[config.mk]
export PLATFORM = sky130hd
export DESIGN_NAME = game_status
export DESIGN_NICKNAME = d
export VERILOG_FILES = /design/src/rtl/game_status.sv
export SDC_FILE = /design/constraint.sdc
export NUM_CORES = 1
export LEC_CHECK = 0
export CAP_MARGIN = 30
export CORE_MARGIN = 3
export CORE_UTILIZATION = 53
export DETAILED_ROUTE_END_ITERATION = 6
export PLACE_DENSITY = 0.81
export SYNTH_ARGS = -nofsm -noshare
export SYNTH_HDL_FRONTEND = slang
export SYNTH_SLANG_ARGS = --single-unit
[constraint.sdc]
create_clock -name clk -period 4.85 [get_ports clk]
set_clock_uncertainty 0.15 [all_clocks]
set_input_delay 0.7275 -clock clk [delete_from_list [all_inputs] [get_ports clk]]
set_output_delay 0.7275 -clock clk [all_outputs]
set_load 0.005 [all_outputs]
[src/rtl/game_status.sv]
// Lianliankan game-state controller: round countdown, score keeping and
// play/win/lose sequencing downstream of the pair matcher.
module game_status #(
  parameter int unsigned CLK_HZ       = 100000000,
  parameter int unsigned TIME_LIMIT   = 120,
  parameter int unsigned TIME_BONUS   = 3,
  parameter int unsigned MATCH_BONUS  = 10,
  parameter int unsigned FAIL_PENALTY = 2
) (
  input  logic        clk,
  input  logic        rst,
  input  logic        start,
  input  logic        ms,
  input  logic        mf,
  input  logic [35:0] hidden_bus,
  output logic [1:0]  state,
  output logic [7:0]  time_left,
  output logic [9:0]  score,
  output logic        tick_1hz,
  output logic        freeze,
  output logic        game_over,
  output logic        win
);

  localparam int unsigned PW        = (CLK_HZ > 1) ? $clog2(CLK_HZ) : 1;
  localparam int unsigned TW        = 9;
  localparam int unsigned SW        = 11;
  localparam int unsigned SCORE_MAX = 999;

  typedef enum logic [1:0] {
    S_IDLE = 2'b00,
    S_PLAY = 2'b01,
    S_WIN  = 2'b10,
    S_LOSE = 2'b11
  } state_e;

  state_e          state_q, state_d;
  logic [7:0]      time_q, time_d;
  logic [9:0]      score_q, score_d;
  logic [PW-1:0]   pre_q, pre_d;
  logic            tick_q, tick_d;
  logic            freeze_q, freeze_d;
  logic            over_q, over_d;
  logic            win_q, win_d;

  logic            wrap;
  logic            all_hidden;
  logic [TW-1:0]   time_sum;
  logic [7:0]      time_sat;
  logic [SW-1:0]   score_sum;
  logic [9:0]      score_up;
  logic [9:0]      score_dn;

  // Second boundary and saturating time/score arithmetic for the PLAY update
  always_comb begin
    wrap       = (state_q == S_PLAY) && (pre_q == PW'(CLK_HZ - 1));
    all_hidden = &hidden_bus;
    time_sum   = TW'(time_q) - TW'(wrap) + (ms ? TW'(TIME_BONUS) : TW'(0));
    time_sat   = (time_sum > TW'(TIME_LIMIT)) ? 8'(TIME_LIMIT) : time_sum[7:0];
    score_sum  = SW'(score_q) + SW'(MATCH_BONUS);
    score_up   = (score_sum > SW'(SCORE_MAX)) ? 10'(SCORE_MAX) : score_sum[9:0];
    score_dn   = (score_q < 10'(FAIL_PENALTY)) ? 10'd0 : score_q - 10'(FAIL_PENALTY);
  end

  // Next-state and registered-output logic
  always_comb begin
    state_d = state_q;
    time_d  = time_q;
    score_d = score_q;
    pre_d   = '0;
    tick_d  = 1'b0;

    unique case (state_q)
      S_IDLE: begin
        if (start) begin
          state_d = S_PLAY;
          time_d  = 8'(TIME_LIMIT);
          score_d = 10'd0;
        end
      end
      S_PLAY: begin
        pre_d  = wrap ? '0 : pre_q + PW'(1);
        tick_d = wrap;
        if (all_hidden) begin
          state_d = S_WIN;
        end else if (wrap && (time_q == 8'd1) && !ms) begin
          time_d  = 8'd0;
          state_d = S_LOSE;
        end else begin
          time_d = time_sat;
          if (ms) begin
            score_d = score_up;
          end else if (mf) begin
            score_d = score_dn;
          end
        end
      end
      S_WIN, S_LOSE: begin
        if (start) begin
          state_d = S_IDLE;
        end
      end
      default: state_d = S_IDLE;
    endcase

    if (state_d != S_PLAY) begin
      pre_d = '0;
    end

    freeze_d = (state_d != S_PLAY);
    over_d   = (state_d == S_WIN) || (state_d == S_LOSE);
    win_d    = (state_d == S_WIN);
  end

  always_ff @(posedge clk or negedge rst) begin
    if (!rst) begin
      state_q  <= S_IDLE;
      time_q   <= 8'(TIME_LIMIT);
      score_q  <= 10'd0;
      pre_q    <= '0;
      tick_q   <= 1'b0;
      freeze_q <= 1'b1;
      over_q   <= 1'b0;
      win_q    <= 1'b0;
    end else begin
      state_q  <= state_d;
      time_q   <= time_d;
      score_q  <= score_d;
      pre_q    <= pre_d;
      tick_q   <= tick_d;
      freeze_q <= freeze_d;
      over_q   <= over_d;
      win_q    <= win_d;
    end
  end

  assign state     = state_q;
  assign time_left = time_q;
  assign score     = score_q;
  assign tick_1hz  = tick_q;
  assign freeze    = freeze_q;
  assign game_over = over_q;
  assign win       = win_q;

endmodule
Word level (Yosys, flattened, before mapping). Index checks and enable logic that the tools add are counted.

Muxes and demuxes: 23. Add/subtract/negate cells: 5. Eq/ne operators: 12. Reduce and logical (&&, ||, !) cells: 11. $lt $le $gt $ge: 3.

Operators with widths (number): $mux W27 (3); $mux W10 (7); $reduce_and A36 Y1 (1); $mux W8 (4); $add A27 B1 Y27 const B (1); $eq A27 B27 Y1 const B (1); $pmux W10 S2 (1); $pmux W8 S2 (1); $add A10 B4 Y11 const B (1); $gt A11 B10 Y1 const B (1); $lt A10 B2 Y1 const B (1); $mux W2 (5); $sub A10 B2 Y10 const B (1); $add A9 B2 Y9 (1); $gt A9 B7 Y1 const B (1); $sub A8 B1 Y9 (1); $eq A2 B2 Y1 const B (4); $eq A8 B1 Y1 const B (1); $ne A2 B2 Y1 const B (3); $pmux W2 S3 (1); $reduce_and A5 Y1 (1); $logic_and A1 B1 Y1 (3); $ne A3 B3 Y1 const B (1); $reduce_and A3 Y1 (1); 8 further kinds (8).

Logic and storage cells: 62. Flip-flop bits (word level): 51. Output and inout port bits: 24. Input port bits: 41.

Depth between registers and ports, before layout.
Depth after elaboration: 9. Gate-level depth with buffers: 15.

Least setup slack after synthesis. Ideal clock, no wire load.

Path kind: reg-to-reg. From: reg pre_q[0]. To: reg time_q[0] (netlist: time_left[0]). Buffers on the path: 0. Library setup time: 0.122 ns. Stages on the path, launching flop included: 16. Slack: 1.335 ns. Data arrival time: 3.243 ns. Period minus slack after synthesis: 3.515 ns. Cells stage by stage: dfrtp_1 ha_1 and3_4 nand3_1 or3_2 inv_1 ha_1 inv_1 ha_1 fa_1 a211o_1 a31oi_1 o21bai_1 xor2_1 nand3_1 a32o_1.

Word-level cells in the longest chain between the ends: 9.

RTL lines: start, declared (line 40) `logic [PW-1:0] pre_q, pre_d;`; start signal, assigned (line 129) `pre_q <= pre_d;`; $eq A27 B27 Y1 * (line 56) `wrap = (state_q == S_PLAY) && (pre_q == PW'(CLK_HZ - 1));`; $logic_and A1 B1 Y1 * (line 56); $sub A8 B1 Y9 (line 58) `time_sum = TW'(time_q) - TW'(wrap) + (ms ? TW'(TIME_BONUS) : TW'(0));`; $add A9 B2 Y9 (line 58); $gt A9 B7 Y1 (line 59) `time_sat = (time_sum > TW'(TIME_LIMIT)) ? 8'(TIME_LIMIT) : time_sum[7:0];`; $mux W8 (line 59); $mux W8 * (line 86) `end else if (wrap && (time_q == 8'd1) && !ms) begin`; $mux W8 * (line 84) `if (all_hidden) begin`; $pmux W8 S2 * (line 73) `unique case (state_q)`; end signal, assigned (line 118) `time_q <= 8'(TIME_LIMIT);`; end signal, assigned (line 127) `time_q <= time_d;`; end, declared (line 38) `logic [7:0] time_q, time_d;`.

Every way passes the cells marked *; elsewhere a longest branch is shown, timed or not. The select of a mux whose other input is x is not followed. A chain may end at the register's enable or synchronous reset.

Final worst setup path. Ends and elaborated chain as after synthesis.

==> run_results.csv <==
group,metric,value,unit
timing,rsz0062_at_grt,"false",
setup_path,crit_buf_inv,2,
yosys,synthTopCellsByArea,"dfrtp_1 33%, ha_1 6.0%, xnor2_1 4.2%, nor2_1 4.1%, xor2_1 4.0%",
yosys,netlist_instances,391,
setup_path,worst_r2r_path_depth,15,
timing,worst_pin_slew,0.9760,ns
final_layout,layout_commonest_cell,"clkdlybuf4s50_1",
final_layout,fillCellCount,527,
pwr,switching_share,42.04,%
timing,slew_headroom,34.75,%
placement,dp.cells,520,
setup_path,endpoint_kind,"flop",
yosys,synth_seq_cells,51,
yosys,synth_top_family_by_area,"simple AND/OR/NAND/NOR gates",
global_route,grt_pass1_wl,13.84,mm
yosys,synth_mux_area_share,0.8484,%
clock_network,htreeDepth,2,
final_layout,area_growth,20.64,%
pwr,pwr-share-clk,13.1,%
routing,routed_via_density,6.065,
floorplan,initial_core_util,55.11,%
yosys,yosys_warnings,0,
setup_path,cp.required,4.89,ns
clock_network,holdBufCountCts,0,
routing,drcViolationCount,0,
yosys,synth_top_area_cell,"dfrtp_1",
yosys,syn_area_per_cell,9.053,um^2
final_layout,diodes,0,
yosys,yosysSeqAreaShare,36.23,%
yosys,synth_compound_area_share,15.91,%
clock_network,cts_num_sinks,51,
yosys,ys_types,69,
setup_path,critical_path.max_stage_delay,0.50,ns
yosys,synth_fa_ha_area_share,6.575,%
clock_network,post_cts_buffers,0,
floorplan,core_area,6422,um^2
routing,vias,3196,
setup_path,crit_type,"reg2reg",
pwr,irDropWorstVdd,0.0002035,V
global_route,gr-total-overflow,0,
routing,ant_nets,0,
setup_path,r2r_start,"pre_q[0]$_DFF_PN0_",
routing,dr.pass1.iters,5,
timing,setup_ws,0.9688,ns
timing,finalMaxSlewViolations,0,
pwr,power,1.954,mW
placement,gp_congestion,0.9316,
setup_path,crit_path_frequent_cell,"ha_1",
timing,worst_hold_slack,0.3576,ns
clock_network,ctsResizeCount,0,
yosys,syn_nets,450,
timing,hold_viol_final,0,
global_route,grt_max_degree,52,
placement,dp_hpwl,6.273,mm
status,outcome,"finished clean",
hold_path,min-delay-path-class,"in2async",
timing,max_freq,257.7,MHz
yosys,synth_ff_type,"dfrtp_1",
clock_network,cts_buffers,5,
global_route,gr-usage-all-layers,22.36,%
final_layout,drive_gt1_share,9.333,%
final_layout,post-route-util,66.49,%
floorplan,std_cell_rows,29,
placement,portBuffers,64,
floorplan,ios,65,
setup_path,r2r_end,"time_left[0]$_DFFE_PN0P_",
clock_network,cts-root-buf,"clkbuf_8",
yosys,netlist_area,3540,um^2
timing,setup_viol,0,
clock_network,clockBufferDepth,2,
pwr,p_sw,0.8214,mW
floorplan,die_h,87.72,um
pwr,powerDensity,457.5,nW/um^2
final_layout,layout_common_cells,"63 x clkdlybuf4s50_1, 46 x dfrtp_1, 39 x nor2_1",
run,maxCapViolCount,0,
pwr,p_int,1.132,mW
pwr,p_comb_share,52.4,%
yosys,synth-simple-area-share,26.05,%
setup_path,crit_chain,"ha_1, and3_4, nand3_1, or3_2, inv_1, ha_1, inv_1, ha_1, fa_1, a211o_1, a31oi_1, o21bai_1, xor2_1, nand3_1, a32o_1",
floorplan,die_w,87.72,um
pwr,leakage,1.855,nW
final_layout,design_area,4270,um^2
setup_path,critPathSlowestCell,"or3_2",
setup_path,startpoint_type,"flop",
final_layout,final_nets,509,
global_route,grt_pass1_vias,3027,
global_route,antenna_found_initial,0,
yosys,synth_edf_count,0,
timing,tns,0,ns
yosys,async_flop_share,100.0,%
clock_network,insertion_delay,0.30,ns
clock_network,cts_tree,"built",
timing,period_share,80.02,%
timing,finalCriticalPeriod,3.881,ns
yosys,synth-xor-area-share,8.165,%
placement,place_ws,0.9652,ns
placement,place_area,4179,um^2
routing,drt_iter0_drc,170,
setup_path,rrSetupSlack,0.97,ns
setup_path,cpLargestDelayFamily,"simple AND/OR/NAND/NOR gates",
clock_network,clkTransAtPathRegs,0.10,ns
routing,drt-total-wl,8.230,mm
pwr,seqPwrFrac,34.6,%
yosys,netlist.area_leader.share,32.52,%
setup_path,critPathMaxFanout,5,
final_layout,final_cells,527,
floorplan,die_area,7695,um^2
routing,detail_route.wl_per_cell,15.62,um
setup_path,crit_arrival,3.92,ns
## registers in the layout, indices dropped and copies added, names as in the netlist
signal	count
score	10
game_over	1
tick_1hz	1
win	1
freeze	1
time_left	8
state	2
pre_q	27
## power by group through the flow
stage / clock network [mW] / registers [mW] / logic, mW
final: 0.255 / 0.675 / 1.02
after global routing: 0.274 / 0.697 / 1.13
after CTS: 0.261 / 0.673 / 1.02
after detailed placement: 0 / 0.681 / 1.01
after global placement: 0 / 0.676 / 0.985
after floorplan: 0 / 0.607 / 0.773
## routing by layer
metal	wire, um	vias to the layer above	GRT usage (%)
li1	-	1532	-
met1	3481	1518	28.31
met2	4123	132	38.70
met3	460	14	3.951
met4	164	0	7.252
met5	0	-	0
## area by class of cell
cell class | count | area (um^2) | area share (%)
multi-input combinational | 296 | 2037 | 47.70
sequential | 51 | 1282 | 30.03
timing repair buffer | 66 | 650.6 | 15.24
inverter | 30 | 112.6 | 2.637
tap | 77 | 96.34 | 2.256
clock buffer | 6 | 82.58 | 1.934
clock inverter | 1 | 8.758 | 0.2051
## how the worst max path moves through the flow
stage	end	startpoint	depth (start not counted)	slack (ns)
floorplan	time_left[0]$_DFFE_PN0P_	pre_q[0]$_DFF_PN0_	15	1.33
global placement	time_left[0]$_DFFE_PN0P_	ms	12	1.06
detailed placement	time_left[0]$_DFFE_PN0P_	ms	12	0.97
CTS	time_left[0]$_DFFE_PN0P_	pre_q[0]$_DFF_PN0_	15	0.99
global route	time_left[0]$_DFFE_PN0P_	pre_q[0]$_DFF_PN0_	15	0.77
finish	time_left[0]$_DFFE_PN0P_	pre_q[0]$_DFF_PN0_	15	0.97
## cell usage after synthesis, types with 5 or more instances
library cell and count:
dfrtp_1 46, xor2_1 16, nand3_1 24, dfstp_2 5
nand2b_1 5, inv_1 30, nor2_1 39, o21ai_0 14
nand2_1 24, xnor2_1 17, a21oi_1 14, ha_1 17
a211o_1 5, nor3_1 17, nand4_1 15
## cell families after synthesis
kind of cell / count (synthesis)
AOI/OAI and AO/OA: 78
xor gates and xnor gates: 33
adders and majority gates: 18
buffers and inverters: 44
DFF: 51
muxes: 3
and+or+nand+nor: 164
## worst reg2reg max path, stage by stage, from the launching register on
cell and delay [ns]:
dfrtp_1 0.41, ha_1 0.23, and3_4 0.22, nand3_1 0.14, or3_2 0.50, inv_1 0.09
ha_1 0.12, inv_1 0.04, ha_1 0.20, fa_1 0.43, a211o_1 0.33, a31oi_1 0.18
o21bai_1 0.09, xor2_1 0.19, nand3_1 0.17, a32o_1 0.29
(Power assumes the default switching activity.)
